<file path="config.mk">
export PLATFORM = sky130hd
export DESIGN_NAME = fht_but_ctrl_flat
export DESIGN_NICKNAME = d
export VERILOG_FILES = /design/src/rtl/fht_ctrl_pkg.sv /design/src/rtl/fht_but_ctrl_if.sv /design/src/rtl/fht_addr_gen.sv /design/src/rtl/fht_but_ctrl.sv /design/src/flat_wrapper.sv
export SDC_FILE = /design/constraint.sdc
export NUM_CORES = 1
export LEC_CHECK = 0
export ABC_AREA = 1
export CAP_MARGIN = 30
export CORE_MARGIN = 10
export CORE_UTILIZATION = 55
export CTS_CLUSTER_DIAMETER = 60
export DETAILED_ROUTE_END_ITERATION = 10
export HOLD_SLACK_MARGIN = 0.05
export PLACE_DENSITY = 0.87
export SYNTH_ARGS = -nofsm -noshare
export SYNTH_HDL_FRONTEND = slang
export SYNTH_SLANG_ARGS = --single-unit
</file>
<file path="constraint.sdc">
create_clock -name iCLK -period 8.7 [get_ports iCLK]
set_input_delay 0.87 -clock iCLK [delete_from_list [all_inputs] [get_ports iCLK]]
set_output_delay 0.87 -clock iCLK [all_outputs]
set_load 0.01 [all_outputs]
</file>
<file path="src/rtl/fht_ctrl_pkg.sv">
// Shared types and constants for the fht_but butterfly sequencer.
// Optional feature macro used by the top: FHT_STAGE_PULSE_EN.
package fht_ctrl_pkg;

    localparam int N_POINT_DEF = 256;
    localparam int A_BIT_DEF   = 8;
    localparam int D_BIT_DEF   = 17;
    localparam int W_BIT       = 12;

    // Butterfly read-to-result latency and the X0 lag behind X1/X2.
    localparam int BUT_LAT     = 3;
    localparam int X0_SKEW     = 1;

    localparam int IDX_W       = 16;

    typedef enum logic [1:0] {
        IDLE  = 2'd0,
        RUN   = 2'd1,
        DRAIN = 2'd2,
        DONE  = 2'd3
    } state_e;

    // Reflected index (h - j) mod h; h is always a power of two.
    function automatic logic [IDX_W-1:0] refl_idx(input logic [IDX_W-1:0] h,
                                                  input logic [IDX_W-1:0] j);
        refl_idx = (h - j) & (h - 16'd1);
    endfunction

endpackage

</file>
<file path="src/rtl/fht_but_ctrl_if.sv">
// Memory/ROM/butterfly-side bus of the sequencer; master = controller.
interface fht_but_ctrl_if #(
    parameter int A_BIT = 8,
    parameter int D_BIT = 17
);
    logic             oBANK;
    logic             oRD_EN;
    logic [A_BIT-1:0] oRD_ADDR_0;
    logic [A_BIT-1:0] oRD_ADDR_1;
    logic [A_BIT-1:0] oRD_ADDR_2;
    logic [A_BIT-2:0] oTW_ADDR;
    logic [D_BIT-1:0] iRD_DATA_0;
    logic [D_BIT-1:0] oX_0;
    logic [D_BIT-1:0] iY_0;
    logic [D_BIT-1:0] iY_1;
    logic             oWR_EN;
    logic [A_BIT-1:0] oWR_ADDR_0;
    logic [A_BIT-1:0] oWR_ADDR_1;
    logic [D_BIT-1:0] oWR_DATA_0;
    logic [D_BIT-1:0] oWR_DATA_1;

    modport master (
        output oBANK, oRD_EN, oRD_ADDR_0, oRD_ADDR_1, oRD_ADDR_2, oTW_ADDR,
        output oX_0, oWR_EN, oWR_ADDR_0, oWR_ADDR_1, oWR_DATA_0, oWR_DATA_1,
        input  iRD_DATA_0, iY_0, iY_1
    );

    modport slave (
        input  oBANK, oRD_EN, oRD_ADDR_0, oRD_ADDR_1, oRD_ADDR_2, oTW_ADDR,
        input  oX_0, oWR_EN, oWR_ADDR_0, oWR_ADDR_1, oWR_DATA_0, oWR_DATA_1,
        output iRD_DATA_0, iY_0, iY_1
    );

endinterface

</file>
<file path="src/rtl/fht_addr_gen.sv">
// Stage/group/index counters and the radix-2 Hartley address and twiddle equations.
module fht_addr_gen
    import fht_ctrl_pkg::*;
#(
    parameter int N_POINT = N_POINT_DEF,
    parameter int A_BIT   = A_BIT_DEF
) (
    input  logic             iCLK,
    input  logic             iRESET,
    input  logic             clr_i,
    input  logic             adv_i,
    input  logic             next_stage_i,
    output logic [A_BIT-1:0] addr_0_o,
    output logic [A_BIT-1:0] addr_1_o,
    output logic [A_BIT-1:0] addr_2_o,
    output logic [A_BIT-2:0] tw_o,
    output logic             last_in_stage_o,
    output logic             last_stage_o
);

    localparam logic [A_BIT-1:0] ONE_A = {{(A_BIT-1){1'b0}}, 1'b1};
    localparam logic [A_BIT-2:0] ONE_G = {{(A_BIT-2){1'b0}}, 1'b1};

    logic [A_BIT-1:0] s_q, s_d;
    logic [A_BIT-2:0] g_q, g_d, j_q, j_d;
    logic [A_BIT-1:0] h_s, base_s, j_ext_s, g_ext_s, g_max_s, shift_s, refl_s;
    logic             last_j_s, last_g_s;

    // Address, twiddle and wrap-flag equations from the current counters.
    always_comb begin
        h_s      = ONE_A << s_q;
        j_ext_s  = {1'b0, j_q};
        g_ext_s  = {1'b0, g_q};
        base_s   = g_ext_s << (s_q + ONE_A);
        g_max_s  = (A_BIT'(N_POINT / 2) >> s_q) - ONE_A;
        shift_s  = A_BIT'(A_BIT - 1) - s_q;
        refl_s   = A_BIT'(refl_idx(IDX_W'(h_s), IDX_W'(j_ext_s)));
        last_j_s = (j_ext_s == (h_s - ONE_A));
        last_g_s = (g_ext_s == g_max_s);
    end

    assign addr_0_o        = base_s + j_ext_s;
    assign addr_1_o        = base_s + h_s + j_ext_s;
    assign addr_2_o        = base_s + h_s + refl_s;
    assign tw_o            = (A_BIT-1)'(j_ext_s << shift_s);
    assign last_in_stage_o = last_j_s && last_g_s;
    assign last_stage_o    = (s_q == A_BIT'(A_BIT - 1));

    // Counter next state: j fastest, g on j wrap, s only between stages.
    always_comb begin
        s_d = s_q;
        g_d = g_q;
        j_d = j_q;
        if (clr_i) begin
            s_d = '0;
            g_d = '0;
            j_d = '0;
        end else if (next_stage_i) begin
            s_d = s_q + ONE_A;
            g_d = '0;
            j_d = '0;
        end else if (adv_i) begin
            if (last_j_s) begin
                j_d = '0;
                if (last_g_s) begin
                    g_d = '0;
                end else begin
                    g_d = g_q + ONE_G;
                end
            end else begin
                j_d = j_q + ONE_G;
            end
        end else begin
            s_d = s_q;
        end
    end

    // Counter registers.
    always_ff @(posedge iCLK or negedge iRESET) begin
        if (!iRESET) begin
            s_q <= '0;
            g_q <= '0;
            j_q <= '0;
        end else begin
            s_q <= s_d;
            g_q <= g_d;
            j_q <= j_d;
        end
    end

endmodule

</file>
<file path="src/rtl/fht_but_ctrl.sv">
// Sequencer for one fht_but instance: RUN/DRAIN per stage, X0 alignment, write-back delay line.
// Define FHT_STAGE_PULSE_EN to add the oSTAGE_DONE per-stage pulse output.
module fht_but_ctrl
    import fht_ctrl_pkg::*;
#(
    parameter int N_POINT = N_POINT_DEF,
    parameter int A_BIT   = A_BIT_DEF,
    parameter int D_BIT   = D_BIT_DEF
) (
    input  logic iCLK,
    input  logic iRESET,
    input  logic iSTART,
    output logic oBUSY,
    output logic oDONE,
`ifdef FHT_STAGE_PULSE_EN
    output logic oSTAGE_DONE,
`endif
    fht_but_ctrl_if.master bus
);

    localparam logic [1:0] DRAIN_LAST = 2'(BUT_LAT - 1);

    state_e                        state_q;
    logic [1:0]                    dcnt_q;
    logic                          busy_q, done_q, rd_en_q, bank_q;
    logic [D_BIT-1:0]              x0_q;
    logic [BUT_LAT-1:0]            v_q;
    logic [BUT_LAT-1:0][A_BIT-1:0] wa0_q, wa1_q;
`ifdef FHT_STAGE_PULSE_EN
    logic                          stage_done_q;
`endif

    logic             clr_s, adv_s, next_stage_s, last_in_stage_s, last_stage_s;
    logic [A_BIT-1:0] addr_0_s, addr_1_s, addr_2_s;
    logic [A_BIT-2:0] tw_s;

    assign clr_s        = (state_q == IDLE) && iSTART;
    assign adv_s        = (state_q == RUN);
    assign next_stage_s = (state_q == DRAIN) && (dcnt_q == DRAIN_LAST) && !last_stage_s;

    fht_addr_gen #(
        .N_POINT (N_POINT),
        .A_BIT   (A_BIT)
    ) u_addr_gen (
        .iCLK            (iCLK),
        .iRESET          (iRESET),
        .clr_i           (clr_s),
        .adv_i           (adv_s),
        .next_stage_i    (next_stage_s),
        .addr_0_o        (addr_0_s),
        .addr_1_o        (addr_1_s),
        .addr_2_o        (addr_2_s),
        .tw_o            (tw_s),
        .last_in_stage_o (last_in_stage_s),
        .last_stage_o    (last_stage_s)
    );

    // Transform FSM with registered status and strobe outputs.
    always_ff @(posedge iCLK or negedge iRESET) begin
        if (!iRESET) begin
            state_q      <= IDLE;
            dcnt_q       <= 2'd0;
            busy_q       <= 1'b0;
            done_q       <= 1'b0;
            rd_en_q      <= 1'b0;
            bank_q       <= 1'b0;
`ifdef FHT_STAGE_PULSE_EN
            stage_done_q <= 1'b0;
`endif
        end else begin
            done_q       <= 1'b0;
`ifdef FHT_STAGE_PULSE_EN
            stage_done_q <= 1'b0;
`endif
            case (state_q)
                IDLE: begin
                    if (iSTART) begin
                        state_q <= RUN;
                        busy_q  <= 1'b1;
                        rd_en_q <= 1'b1;
                    end
                end
                RUN: begin
                    if (last_in_stage_s) begin
                        state_q <= DRAIN;
                        dcnt_q  <= 2'd0;
                        rd_en_q <= 1'b0;
                    end
                end
                DRAIN: begin
`ifdef FHT_STAGE_PULSE_EN
                    stage_done_q <= (dcnt_q == (DRAIN_LAST - 2'd1));
`endif
                    // Last write of the stage commits in this final cycle, before the bank flips.
                    if (dcnt_q == DRAIN_LAST) begin
                        bank_q <= ~bank_q;
                        if (last_stage_s) begin
                            state_q <= DONE;
                            busy_q  <= 1'b0;
                            done_q  <= 1'b1;
                        end else begin
                            state_q <= RUN;
                            rd_en_q <= 1'b1;
                        end
                    end else begin
                        dcnt_q <= dcnt_q + 2'd1;
                    end
                end
                DONE: begin
                    state_q <= IDLE;
                end
                default: begin
                    state_q <= IDLE;
                    busy_q  <= 1'b0;
                    rd_en_q <= 1'b0;
                end
            endcase
        end
    end

    // X0 capture and the valid+address delay line matching the butterfly latency.
    always_ff @(posedge iCLK or negedge iRESET) begin
        if (!iRESET) begin
            x0_q  <= '0;
            v_q   <= '0;
            wa0_q <= '0;
            wa1_q <= '0;
        end else begin
            v_q   <= {v_q[BUT_LAT-2:0], rd_en_q};
            wa0_q <= {wa0_q[BUT_LAT-2:0], addr_0_s};
            wa1_q <= {wa1_q[BUT_LAT-2:0], addr_1_s};
            if (v_q[X0_SKEW-1]) begin
                x0_q <= bus.iRD_DATA_0;
            end
        end
    end

    assign oBUSY          = busy_q;
    assign oDONE          = done_q;
`ifdef FHT_STAGE_PULSE_EN
    assign oSTAGE_DONE    = stage_done_q;
`endif
    assign bus.oBANK      = bank_q;
    assign bus.oRD_EN     = rd_en_q;
    assign bus.oRD_ADDR_0 = addr_0_s;
    assign bus.oRD_ADDR_1 = addr_1_s;
    assign bus.oRD_ADDR_2 = addr_2_s;
    assign bus.oTW_ADDR   = tw_s;
    assign bus.oX_0       = x0_q;
    assign bus.oWR_EN     = v_q[BUT_LAT-1];
    assign bus.oWR_ADDR_0 = wa0_q[BUT_LAT-1];
    assign bus.oWR_ADDR_1 = wa1_q[BUT_LAT-1];
    assign bus.oWR_DATA_0 = bus.iY_0;
    assign bus.oWR_DATA_1 = bus.iY_1;

endmodule

</file>
<file path="src/flat_wrapper.sv">
// flat-port wrapper written by rule: the top's interface ports become plain ports
module fht_but_ctrl_flat import fht_ctrl_pkg::*;
#(
    parameter int N_POINT = N_POINT_DEF,
    parameter int A_BIT   = A_BIT_DEF,
    parameter int D_BIT   = D_BIT_DEF
)
  (iCLK, iRESET, iSTART, oBUSY, oDONE, bus_oBANK, bus_oRD_EN, bus_oRD_ADDR_0, bus_oRD_ADDR_1, bus_oRD_ADDR_2, bus_oTW_ADDR, bus_oX_0, bus_oWR_EN, bus_oWR_ADDR_0, bus_oWR_ADDR_1, bus_oWR_DATA_0, bus_oWR_DATA_1, bus_iRD_DATA_0, bus_iY_0, bus_iY_1);
  fht_but_ctrl_if #(.A_BIT(A_BIT), .D_BIT(D_BIT)) bus_i ();
  input  logic iCLK;
  input  logic iRESET;
  input  logic iSTART;
  output logic oBUSY;
  output logic oDONE;
  output wire logic [$bits(bus_i.oBANK)-1:0] bus_oBANK;
  output wire logic [$bits(bus_i.oRD_EN)-1:0] bus_oRD_EN;
  output wire logic [$bits(bus_i.oRD_ADDR_0)-1:0] bus_oRD_ADDR_0;
  output wire logic [$bits(bus_i.oRD_ADDR_1)-1:0] bus_oRD_ADDR_1;
  output wire logic [$bits(bus_i.oRD_ADDR_2)-1:0] bus_oRD_ADDR_2;
  output wire logic [$bits(bus_i.oTW_ADDR)-1:0] bus_oTW_ADDR;
  output wire logic [$bits(bus_i.oX_0)-1:0] bus_oX_0;
  output wire logic [$bits(bus_i.oWR_EN)-1:0] bus_oWR_EN;
  output wire logic [$bits(bus_i.oWR_ADDR_0)-1:0] bus_oWR_ADDR_0;
  output wire logic [$bits(bus_i.oWR_ADDR_1)-1:0] bus_oWR_ADDR_1;
  output wire logic [$bits(bus_i.oWR_DATA_0)-1:0] bus_oWR_DATA_0;
  output wire logic [$bits(bus_i.oWR_DATA_1)-1:0] bus_oWR_DATA_1;
  input wire logic [$bits(bus_i.iRD_DATA_0)-1:0] bus_iRD_DATA_0;
  input wire logic [$bits(bus_i.iY_0)-1:0] bus_iY_0;
  input wire logic [$bits(bus_i.iY_1)-1:0] bus_iY_1;
  assign bus_oBANK = bus_i.oBANK;
  assign bus_oRD_EN = bus_i.oRD_EN;
  assign bus_oRD_ADDR_0 = bus_i.oRD_ADDR_0;
  assign bus_oRD_ADDR_1 = bus_i.oRD_ADDR_1;
  assign bus_oRD_ADDR_2 = bus_i.oRD_ADDR_2;
  assign bus_oTW_ADDR = bus_i.oTW_ADDR;
  assign bus_oX_0 = bus_i.oX_0;
  assign bus_oWR_EN = bus_i.oWR_EN;
  assign bus_oWR_ADDR_0 = bus_i.oWR_ADDR_0;
  assign bus_oWR_ADDR_1 = bus_i.oWR_ADDR_1;
  assign bus_oWR_DATA_0 = bus_i.oWR_DATA_0;
  assign bus_oWR_DATA_1 = bus_i.oWR_DATA_1;
  assign bus_i.iRD_DATA_0 = bus_iRD_DATA_0;
  assign bus_i.iY_0 = bus_iY_0;
  assign bus_i.iY_1 = bus_iY_1;
  fht_but_ctrl #(.N_POINT(N_POINT), .A_BIT(A_BIT), .D_BIT(D_BIT)) u_core (.iCLK(iCLK), .iRESET(iRESET), .iSTART(iSTART), .oBUSY(oBUSY), .oDONE(oDONE), .bus(bus_i));
endmodule
</file>
==> reports/qor.csv <==
metric,value,unit
ys_warn_count,0,
worst_pin_slew,0.804,ns
coreArea,0.0116,sq mm
outcome,completed,
final-hold-violation-count,0,
antenna_found_initial,1,
nets,945,
wl,16.2,mm
clock-skew-final,0.00671,ns
crit_path_end_kind,output port,
leakage,3.76,nW
firstDrtPassIters,5,
path_common_cell,nand2_1,
gp_congestion,1.04,
power,856,uW
die_y,129,microns
synth.top_cells.by_count,"nand2_1 (158), dfrtp_1 (98), inv_1 (85)",
viasPerCell,5.41,
worst_path_max_delay_cell,dfrtp_1,
cts_tree,done,
vdd_drop_max,0.134,mV
min_path_cells,0,
cts-root-buf,clkbuf_16,
timing.hold.ws,0.346,ns
post-place-ws,2.74,ns
yosys.area.top_type_share,0.373,
place_area,0.00720,sq mm
route.detailed.drc,0,
rsz0062_at_grt,false,
syn_nets,908,
detail-route-antenna-nets,0,
syn_inst,806,
synth_async_sr_flop_share,1.00,
grt_pass1_wl,26.0,mm
critPathMaxStageDelay,0.81,ns
crit_path_max_fanout,22,
design_area,0.00750,sq mm
grt_usage,0.195,
worst-path-stages,24,
power_density,114,mW/mm^2
io_pins,157,
post_cts_buffers,0,
max_freq,157,MHz
maxSlewHeadroom,0.464,
cts.clk_slew.worst_paths,0.07,ns
num_rows,39,
htreeDepth,3,
first_iter_violations,529,
worst_setup_path_start_kind,flip-flop,
r2r_cells,25,
synth_cell_types,44,
setup_viol,0,
worst-setup-path-type,reg -> out,
grt_pass1_vias,5133,
synth_area_leader_cell,dfrtp_1,
seq_area_frac_synth,0.373,
grt.overflow.total,0,
numClockSinks,98,
avgRoutedWirePerCell,16.3,microns
critPathTopFamily,simple AND/OR/NAND/NOR gates,
post-route-worst-setup-slack,2.31,ns
clockBufferDepth,2,
syn_to_final_growth,14.1,%
crit_chain,nand2_2 > nor2_2 > nand3_1 > nand2_1 > nand2_1 > nor2_4 > nand2_4 > o31ai_1 > o21ai_0 > nor2_1 > ha_1 > a21oi_1 > nand2_1 > xnor2_1 > inv_1 > ha_1 > a21oi_1 > inv_1 > a31oi_1 > nor2_1 > o21ai_0 > nand2_1 > xor2_1 > clkdlybuf4s50_1,
arrival,5.52,ns
max-cap-violations,0,
dp_hpwl,12.7,mm
numCtsBuffers,9,
synthesis.area,0.00658,sq mm
clk_latency,0.35,ns
drive_gt1_frac,0.0920,
syn_avg_cell_area,8.16,sq um
synthTopCellsByArea,"dfrtp_1 (37%), nand2_1 (9.0%), ha_1 (8.2%), buf_4 (5.8%), nand3_1 (5.3%)",
cts_hold_buf,0,
min_period,6.39,ns
critPathBufInv,3,
dr_total_vias,5369,
fin_crit_sh,0.734,
cts_resized,0,
initial_core_util,0.569,
synth.most_common_cell,nand2_1,
synth_edf_count,0,
grt_max_degree,68,
dieArea,0.0167,sq mm
synth-seq-cells,98,
tns,0,ns
io_buffers,88,
synth-main-ff-cell,dfrtp_1,
cp.required,7.83,ns
hold_path.class,reg -> reg,
die_w,129,microns
final_max_slew_viol_count,0,
-- cell families after synthesis --
group                      Yosys count  share of synthesized area
and+or+nand+nor                    354                      0.251
AOI/OAI and AO/OA                   92                     0.0795
xor gates and xnor gates            36                     0.0480
muxes                               17                     0.0291
DFF                                 98                      0.373
buffers and inverters              161                      0.123
adders and majority gates           48                     0.0971
-- metrics by stage --
stage | std cells | util
2_1_floorplan | 806 | -
6_report | 992 | 0.648
3_3_place_gp | 975 | 0.623
5_1_grt | 991 | 0.648
3_5_place_dp | 975 | 0.623
4_1_cts | 991 | 0.648
-- power by group --
group	switching [mW]	leakage (nW)	internal (mW)	total [mW]
sequential	0	1.12	0.455	0.455
combinational	0.00928	2.49	0.00761	0.0169
clock	0.176	0.143	0.207	0.383
total	0.185	3.76	0.670	0.856
-- sequential cells by signal, summed over array words and instances (netlist names) --
name	cells
u_core.bus.oBANK	1
u_core.bus.oRD_EN	1
u_core.bus.oWR_ADDR_0	8
u_core.bus.oWR_ADDR_1	8
u_core.bus.oX_0	17
u_core.dcnt_q	2
u_core.oBUSY	1
u_core.oDONE	1
u_core.state_q	2
u_core.u_addr_gen.g_q	7
u_core.u_addr_gen.j_q	7
u_core.u_addr_gen.s_q	8
u_core.v_q	3
u_core.wa0_q	16
u_core.wa1_q	16
-- area by class of cell --
cell class / count / area, sq um
antenna: 1 / 2.50
clock inverter: 6 / 56.3
inverter: 98 / 368
timing repair buffer: 89 / 886
fill: 964 / 4070
tap: 143 / 179
multi-input combinational: 547 / 3320
sequential: 98 / 2450
clock buffer: 10 / 239
-- worst reg2reg max path: stages, from the launching register on --
cell,delay [ns]
dfrtp_1,0.81
nand2_2,0.25
nor2_2,0.27
nand3_1,0.10
nand2_1,0.07
nand2_1,0.09
nor2_4,0.18
nand2_4,0.10
o31ai_1,0.31
o21ai_0,0.18
nor2_1,0.20
ha_1,0.31
a21oi_1,0.14
nand2_1,0.11
xnor2_1,0.14
inv_1,0.07
ha_1,0.33
a21oi_1,0.17
nor2_1,0.05
nor2_1,0.14
inv_1,0.06
a21oi_1,0.12
inv_1,0.06
a21oi_1,0.16
nand3b_1,0.13
nand2_1,0.09
-- final timing paths --
path	from	to	slack [ns]
max	u_core.u_addr_gen.s_q[0]	bus_oRD_ADDR_2[6]	2.31
min	u_core.wa1_q[8]	u_core.bus.oWR_ADDR_1[0]	0.35
max reg2reg	u_core.u_addr_gen.s_q[0]	u_core.wa1_q[7]	3.95
min reg2reg	u_core.wa1_q[8]	u_core.bus.oWR_ADDR_1[0]	0.35
max in group asynchronous	iRESET	u_core.u_addr_gen.s_q[5]	7.13
min in group asynchronous	iRESET	u_core.bus.oWR_ADDR_1[5]	0.44
-- routing by layer --
layer	up-vias	part of all wire	global-route usage
met2	193	0.47	0.328
met3	43	0.079	0.0485
met4	0	0.034	0.0856
met5	-	0	0
li1	2651	-	-
met1	2482	0.41	0.233
-- cells in the final DEF, fill, tap and decap left out, types with 12 or more instances in the layout --
cell / Yosys / routed
mux2_2: 17 / 17
dfrtp_1: 98 / 98
xor2_1: 27 / 27
clkdlybuf4s50_1: 0 / 87
inv_2: 12 / 12
nand4_1: 17 / 17
nand2_1: 158 / 158
ha_1: 43 / 43
nor2_1: 67 / 67
a21oi_1: 39 / 39
nand3_1: 69 / 69
inv_1: 85 / 85
o21ai_0: 26 / 26
No activity file was read; power rests on OpenSTA's default activity.
